<file path="config.mk">
export PLATFORM = sky130hd
export DESIGN_NAME = timer_multi
export DESIGN_NICKNAME = d
export VERILOG_FILES = /design/src/rtl/timer_pkg.sv /design/src/rtl/timer_channel.sv /design/src/rtl/timer_multi.sv
export SDC_FILE = /design/constraint.sdc
export NUM_CORES = 1
export LEC_CHECK = 0
export CAP_MARGIN = 20
export CORE_MARGIN = 3
export CORE_UTILIZATION = 25
export CTS_CLUSTER_DIAMETER = 60
export DETAILED_ROUTE_END_ITERATION = 7
export PLACE_DENSITY = 0.51
export SETUP_SLACK_MARGIN = 0.2
export SLEW_MARGIN = 20
export SYNTH_ARGS = -nofsm -noshare
export SYNTH_HDL_FRONTEND = slang
export SYNTH_HIERARCHICAL = 1
export SYNTH_SLANG_ARGS = --single-unit
</file>
<file path="constraint.sdc">
create_clock -name clk -period 4.4 [get_ports clk]
set_clock_uncertainty 0.1 [all_clocks]
set_input_delay 0.88 -clock clk [delete_from_list [all_inputs] [get_ports clk]]
set_output_delay 0.88 -clock clk [all_outputs]
set_load 0.005 [all_outputs]
</file>
<file path="src/rtl/timer_pkg.sv">
// Shared types, default sizes and helpers for the multi-channel timer.
package timer_pkg;

  // Per-channel FSM state encoding.
  typedef enum logic [1:0] {
    IDLE  = 2'd0,
    RUN   = 2'd1,
    PAUSE = 2'd2,
    DONE  = 2'd3
  } timer_state_t;

  // Default parameter values for the top level.
  localparam int DEF_WIDTH   = 32;
  localparam int DEF_NUM_CH  = 4;
  localparam int DEF_PRESC_W = 8;

  // Upper bounds used by the slice helper (WIDTH <= 64, NUM_CH <= 16).
  localparam int MAX_W   = 64;
  localparam int MAX_CH  = 16;
  localparam int MAX_VEC = MAX_W * MAX_CH;

  // Extract channel ch (each w bits wide) from a packed vector, zero-extended to MAX_W.
  function automatic logic [MAX_W-1:0] ch_slice(
    input logic [MAX_VEC-1:0] vec,
    input int unsigned        ch,
    input int unsigned        w
  );
    logic [MAX_VEC-1:0] shifted;
    logic [MAX_W-1:0]   mask;
    shifted = vec >> (ch * w);
    mask    = {MAX_W{1'b1}} >> (MAX_W - w);
    return shifted[MAX_W-1:0] & mask;
  endfunction

endpackage

</file>
<file path="src/rtl/timer_channel.sv">
// One timer channel: IDLE/RUN/PAUSE/DONE FSM, down counter and sticky pending flag.
module timer_channel
  import timer_pkg::*;
#(
  parameter int WIDTH = DEF_WIDTH
) (
  input  logic             clk,
  input  logic             rst_n,
  input  logic             i_enable,
  input  logic             i_oneshot,
  input  logic [WIDTH-1:0] i_load,
  input  logic             i_load_wr,
  input  logic             i_tick,
  input  logic             i_irq_clr,
  output logic [WIDTH-1:0] o_count,
  output logic             o_running,
  output logic             o_pend,
  output logic             o_pend_next
);

  timer_state_t     r_state;
  timer_state_t     w_state_next;
  logic [WIDTH-1:0] r_count;
  logic [WIDTH-1:0] w_count_next;
  logic             r_pend;
  logic             w_pend_next;
  logic             w_set;
  logic             w_load_nz;

  assign w_load_nz = (i_load != '0);

  // State, count and pending flag registers.
  always_ff @(posedge clk or negedge rst_n) begin
    if (!rst_n) begin
      r_state <= IDLE;
      r_count <= '0;
      r_pend  <= 1'b0;
    end else begin
      r_state <= w_state_next;
      r_count <= w_count_next;
      r_pend  <= w_pend_next;
    end
  end

  // Next-state and next-count logic; a load write always beats a coincident tick.
  always_comb begin
    w_state_next = r_state;
    w_count_next = r_count;
    w_set        = 1'b0;
    case (r_state)
      IDLE: begin
        if (i_enable && w_load_nz) begin
          w_state_next = RUN;
          w_count_next = i_load;
        end
      end
      RUN: begin
        if (i_load_wr) begin
          if (!w_load_nz) begin
            w_state_next = IDLE;
          end else begin
            w_count_next = i_load;
          end
        end else if (!i_enable) begin
          w_state_next = PAUSE;
        end else if (i_tick) begin
          if (r_count != '0) begin
            w_count_next = r_count - 1'b1;
          end else if (!w_load_nz) begin
            // Terminal count with no reload value: retire quietly.
            w_state_next = IDLE;
          end else begin
            w_set = 1'b1;
            if (i_oneshot) begin
              w_state_next = DONE;
              w_count_next = '0;
            end else begin
              w_count_next = i_load;
            end
          end
        end
      end
      PAUSE: begin
        if (i_load_wr) begin
          if (!w_load_nz) begin
            w_state_next = IDLE;
          end else begin
            w_count_next = i_load;
          end
        end else if (i_enable) begin
          w_state_next = RUN;
        end
      end
      DONE: begin
        w_count_next = '0;
        if (i_load_wr && i_enable && w_load_nz) begin
          w_state_next = RUN;
          w_count_next = i_load;
        end else if (!i_enable) begin
          w_state_next = IDLE;
        end
      end
      default: begin
        w_state_next = IDLE;
      end
    endcase
  end

  // A new terminal-count set takes priority over a coincident clear.
  assign w_pend_next = w_set | (r_pend & ~i_irq_clr);

  assign o_count     = r_count;
  assign o_running   = (r_state == RUN);
  assign o_pend      = r_pend;
  assign o_pend_next = w_pend_next;

endmodule

</file>
<file path="src/rtl/timer_multi.sv">
// Multi-channel down-counting timer: shared prescaler, NUM_CH channels, OR-ed interrupt.
module timer_multi
  import timer_pkg::*;
#(
  parameter int WIDTH   = DEF_WIDTH,
  parameter int NUM_CH  = DEF_NUM_CH,
  parameter int PRESC_W = DEF_PRESC_W
) (
  input  logic                    clk,
  input  logic                    rst_n,
  input  logic [NUM_CH-1:0]       enable,
  input  logic [NUM_CH-1:0]       oneshot,
  input  logic [NUM_CH*WIDTH-1:0] load,
  input  logic [NUM_CH-1:0]       load_wr,
  input  logic [PRESC_W-1:0]      prescale,
  input  logic [NUM_CH-1:0]       irq_clr,
  output logic [NUM_CH*WIDTH-1:0] count,
  output logic [NUM_CH-1:0]       running,
  output logic [NUM_CH-1:0]       irq_pend,
  output logic                    irq
);

  logic [PRESC_W-1:0] r_psc;
  logic               r_irq;
  logic               w_any_run;
  logic               w_tick;
  logic [NUM_CH-1:0]  w_pend_next;
  logic [WIDTH-1:0]   w_load_ch  [NUM_CH];
  logic [WIDTH-1:0]   w_count_ch [NUM_CH];

  assign w_any_run = |running;
  // ">=" lets a shrunken prescale take effect on the very next clock.
  assign w_tick    = w_any_run && (r_psc >= prescale);

  // Prescaler counter: idles at 0 while nothing runs, wraps on each tick.
  always_ff @(posedge clk or negedge rst_n) begin
    if (!rst_n) begin
      r_psc <= '0;
    end else if (!w_any_run || w_tick) begin
      r_psc <= '0;
    end else begin
      r_psc <= r_psc + 1'b1;
    end
  end

  // Interrupt line registered alongside the pending flags it summarises.
  always_ff @(posedge clk or negedge rst_n) begin
    if (!rst_n) begin
      r_irq <= 1'b0;
    end else begin
      r_irq <= |w_pend_next;
    end
  end

  assign irq = r_irq;

  generate
    for (genvar gi = 0; gi < NUM_CH; gi++) begin : g_ch
      assign w_load_ch[gi] = WIDTH'(ch_slice(MAX_VEC'(load), gi, WIDTH));

      timer_channel #(
        .WIDTH(WIDTH)
      ) u_channel (
        .clk        (clk),
        .rst_n      (rst_n),
        .i_enable   (enable[gi]),
        .i_oneshot  (oneshot[gi]),
        .i_load     (w_load_ch[gi]),
        .i_load_wr  (load_wr[gi]),
        .i_tick     (w_tick),
        .i_irq_clr  (irq_clr[gi]),
        .o_count    (w_count_ch[gi]),
        .o_running  (running[gi]),
        .o_pend     (irq_pend[gi]),
        .o_pend_next(w_pend_next[gi])
      );

      assign count[gi*WIDTH +: WIDTH] = w_count_ch[gi];
    end
  endgenerate

endmodule

</file>
==> results.sh <==
export IMPL_path_cells="clkdlybuf4s50_1, inv_1, ha_1, or4_1, a21oi_2, o31ai_4, o41a_2, a21o_1, a21oi_1, o21ai_0, nand2_1, and2_1, buf_12, nor3_1, a221o_1"
export IMPL_grt_pass1_wl_um=93200
export IMPL_status="completed"
export IMPL_regArea_mm2=0.00373
export IMPL_peakVddDrop_uv=271
export IMPL_hold_violations=0
export IMPL_yosysTopAreaCell="dfrtp_1"
export IMPL_avgSynthCellArea_um2=7.47
export IMPL_cp_start_kind="primary input"
export IMPL_clkSinkCount=149
export IMPL_syn_cell_area_mm2=0.0134
export IMPL_grt_usage_pct=21.0
export IMPL_drc=0
export IMPL_p_int_w=0.00544
export IMPL_ant_nets=0
export IMPL_fmax_ghz=0.262
export IMPL_critPathKind="in -> reg"
export IMPL_p_clk_share_pct=15.5
export IMPL_ioPinCount=291
export IMPL_synth_top_area_share_pct=27.9
export IMPL_pwr_share_comb_pct=54.6
export IMPL_total_leakage_power_nw=6.44
export IMPL_synthFlopType="dfrtp_1"
export IMPL_initial_utilization_pct=25.4
export IMPL_async_flop_share_pct=100
export IMPL_min_period_ns=3.82
export IMPL_gr_total_overflow=0
export IMPL_area_growth_syn_to_layout_pct=32.2
export IMPL_critPathMaxStageDelay_ns=0.54
export IMPL_slowest_stage="or4_1"
export IMPL_die_h_um=237
export IMPL_arrival_ns=4.11
export IMPL_p_sw_w=0.00485
export IMPL_hpwl_um=44400
export IMPL_wl_per_cell_um=22.2
export IMPL_ys_ff_latch=149
export IMPL_yosysUniqueCellTypes=87
export IMPL_rows=84
export IMPL_antenna_found_initial=3
export IMPL_cp_max_fo=35
export IMPL_holdCritPathClass="in -> async"
export IMPL_fillers=5595
export IMPL_grt_pass1_vias=15006
export IMPL_grt_max_degree=72
export IMPL_final_layout_size_suffix_gt1_share_pct=7.89
export IMPL_synth_fp_nets=1959
export IMPL_vias_per_cell=5.80
export IMPL_ctsLongestPathBuffers=2
export IMPL_die_area_mm2=0.0563
export IMPL_h_tree_depth=4
export IMPL_tightest_slew_ns=0.981
export IMPL_via_count=15899
export IMPL_cp_top_family="compound AO/OA/AOI/OAI gates"
export IMPL_portBuffers=290
export IMPL_core_mm2=0.0528
export IMPL_yosys_top_cells_area="dfrtp_1, a21oi_1, nand2_1"
export IMPL_yosysWarnings=6
export IMPL_totalWireLength_um=61000
export IMPL_critPathBufInv=3
export IMPL_clock_root_buffer="clkbuf_16"
export IMPL_power_density_mw_per_mm2=583
export IMPL_path_clk_slew_ns=0.08
export IMPL_drv_cap=0
export IMPL_reg2reg_depth=9
export IMPL_period_share_pct=86.8
export IMPL_utilization_pct=33.5
export IMPL_setup_viol=0
export IMPL_slew_headroom_pct=34.4
export IMPL_multi_input_area_mm2=0.00871
export IMPL_worstSetupEndpointType="flop"
export IMPL_nets=2209
export IMPL_gp_congestion=0.911
export IMPL_synth_edf_count=0
export IMPL_insertion_delay_ns=0.50
export IMPL_netlist_instances=1791
export IMPL_die_w_um=237
export IMPL_power_share_switching_pct=47.1
export IMPL_crit_cells=15
export IMPL_cp_required_ns=4.69
export IMPL_hold_buffers=0
export IMPL_final_max_slew_violation_count=0
export IMPL_cts_tree="built"
export IMPL_cts_inserted_buffers=17
export IMPL_p_seq_share_pct=29.9
export IMPL_power_total_w=0.0103
export IMPL_rsz0062_at_grt="no"
export IMPL_first_iter_violations=1707
export IMPL_drt_pass1_iterations=6
export IMPL_seq_area_frac_synth_pct=27.9
-- cells in the mapped netlist (8+ instances only) --
master,instances
a211o_1,12
a211oi_1,21
a21oi_1,183
a221o_1,8
a221oi_1,34
a22oi_1,15
a311o_1,8
a31oi_1,34
a32oi_1,8
and2_1,11
and3_1,10
and4_1,12
buf_2,24
buf_4,13
buf_6,10
clkbuf_1,80
dfrtp_1,149
ha_1,14
inv_1,65
nand2_1,190
nand2b_1,15
nand3_1,55
nand4_1,22
nor2_1,149
nor3_1,66
nor3b_1,11
nor4_1,62
o211ai_1,12
o21a_1,8
o21ai_0,141
o21ai_1,40
o22ai_1,14
o2bb2ai_1,24
o311ai_0,9
o31ai_1,30
o32ai_1,8
or3_1,18
or4_1,18
or4_4,8
xnor2_1,26
xor2_1,21
-- logic make-up after synthesis --
| family | synth area share (%) |
|---|---|
| AOI/OAI and AO/OA | 33.1 |
| xor gates and xnor gates | 3.08 |
| buffers and inverters | 7.09 |
| DFF | 27.9 |
| adders and majority gates | 1.31 |
| muxes | 0.617 |
| and+or+nand+nor | 27.0 |
-- placed cells by master (no fill, tap or decap), drive strengths merged, types with 24 or more instances in the layout --
cell type,instances
a211oi,24
a21oi,184
a221oi,35
a31oi,35
buf,76
clkdlybuf4s50,289
dfrtp,149
inv,71
nand2,194
nand3,55
nor2,149
nor3,74
nor4,72
o21ai,184
o2bb2ai,24
o31ai,32
or4,26
xnor2,26
-- final cells by class --
cell class | count | share of cell area, %
Clock buffer | 17 | 2.41
Antenna cell | 1 | 0.0142
Tap cell | 688 | 4.87
Sequential cell | 149 | 21.1
Timing Repair Buffer | 365 | 20.0
Multi-Input combinational cell | 1442 | 49.3
Clock inverter | 15 | 0.970
Inverter | 66 | 1.40
-- metrics by stage --
stage	hold WS (ns)	worst slack, ns	instance area, µm²	cells	TNS, ns
floorplan	0.380	0.860	13400	1791	0
global placement	0.417	-0.0415	17100	2709	-0.109
detailed placement	0.426	-0.0651	17100	2709	-0.418
CTS	0.176	0.477	17700	2741	0
global route	0.200	0.311	17700	2743	0
finish	0.175	0.581	17700	2743	0
-- power by group through the flow --
stage               sequential (W)  clock [W]  combinational (W)
floorplan                  0.00265          0            0.00330
global placement           0.00307          0            0.00549
detailed placement         0.00307          0            0.00556
CTS                        0.00305    0.00165            0.00559
global route               0.00319    0.00170            0.00615
finish                     0.00308    0.00160            0.00562
-- worst paths after layout --
check	startpoint	endpoint	slack, ns
setup reg to reg	g_ch[0].u_channel/o_count[0]$_DFFE_PN0P_	g_ch[0].u_channel/o_count[16]$_DFFE_PN0P_	0.92
min in group clk	r_psc[0]$_DFF_PN0_	r_psc[0]$_DFF_PN0_	0.42
hold reg to reg	r_psc[0]$_DFF_PN0_	r_psc[0]$_DFF_PN0_	0.42
hold / removal	rst_n	g_ch[3].u_channel/o_count[6]$_DFFE_PN0P_	0.18
max in group asynchronous	rst_n	g_ch[0].u_channel/o_count[25]$_DFFE_PN0P_	3.02
setup / recovery	prescale[4]	g_ch[0].u_channel/o_count[30]$_DFFE_PN0P_	0.58
-- state kept, by name, summed over array words and instances, names as in the netlist --
| signal | cells |
|---|---|
| g_ch.u_channel/o_pend | 4 |
| g_ch.u_channel/r_state | 8 |
| g_ch.u_channel/o_count | 128 |
| irq | 1 |
| r_psc | 8 |
-- layer usage --
layer,part of all wire [%],up-vias,global-route usage (%),routed length (µm)
met2,46,687,32.9,27800
met3,6.7,86,3.62,4100
met5,0.033,-,0,20
met1,45,7793,29.1,27600
met4,2.3,2,7.56,1420
li1,-,7331,-,-
-- repair_timing --
action | CTS | global route
resized for setup | 0 | 1
endpoints found under the setup margin | 0 | 2
buffers inserted | 0 | 0
No activity file was read; power rests on OpenSTA's default activity.
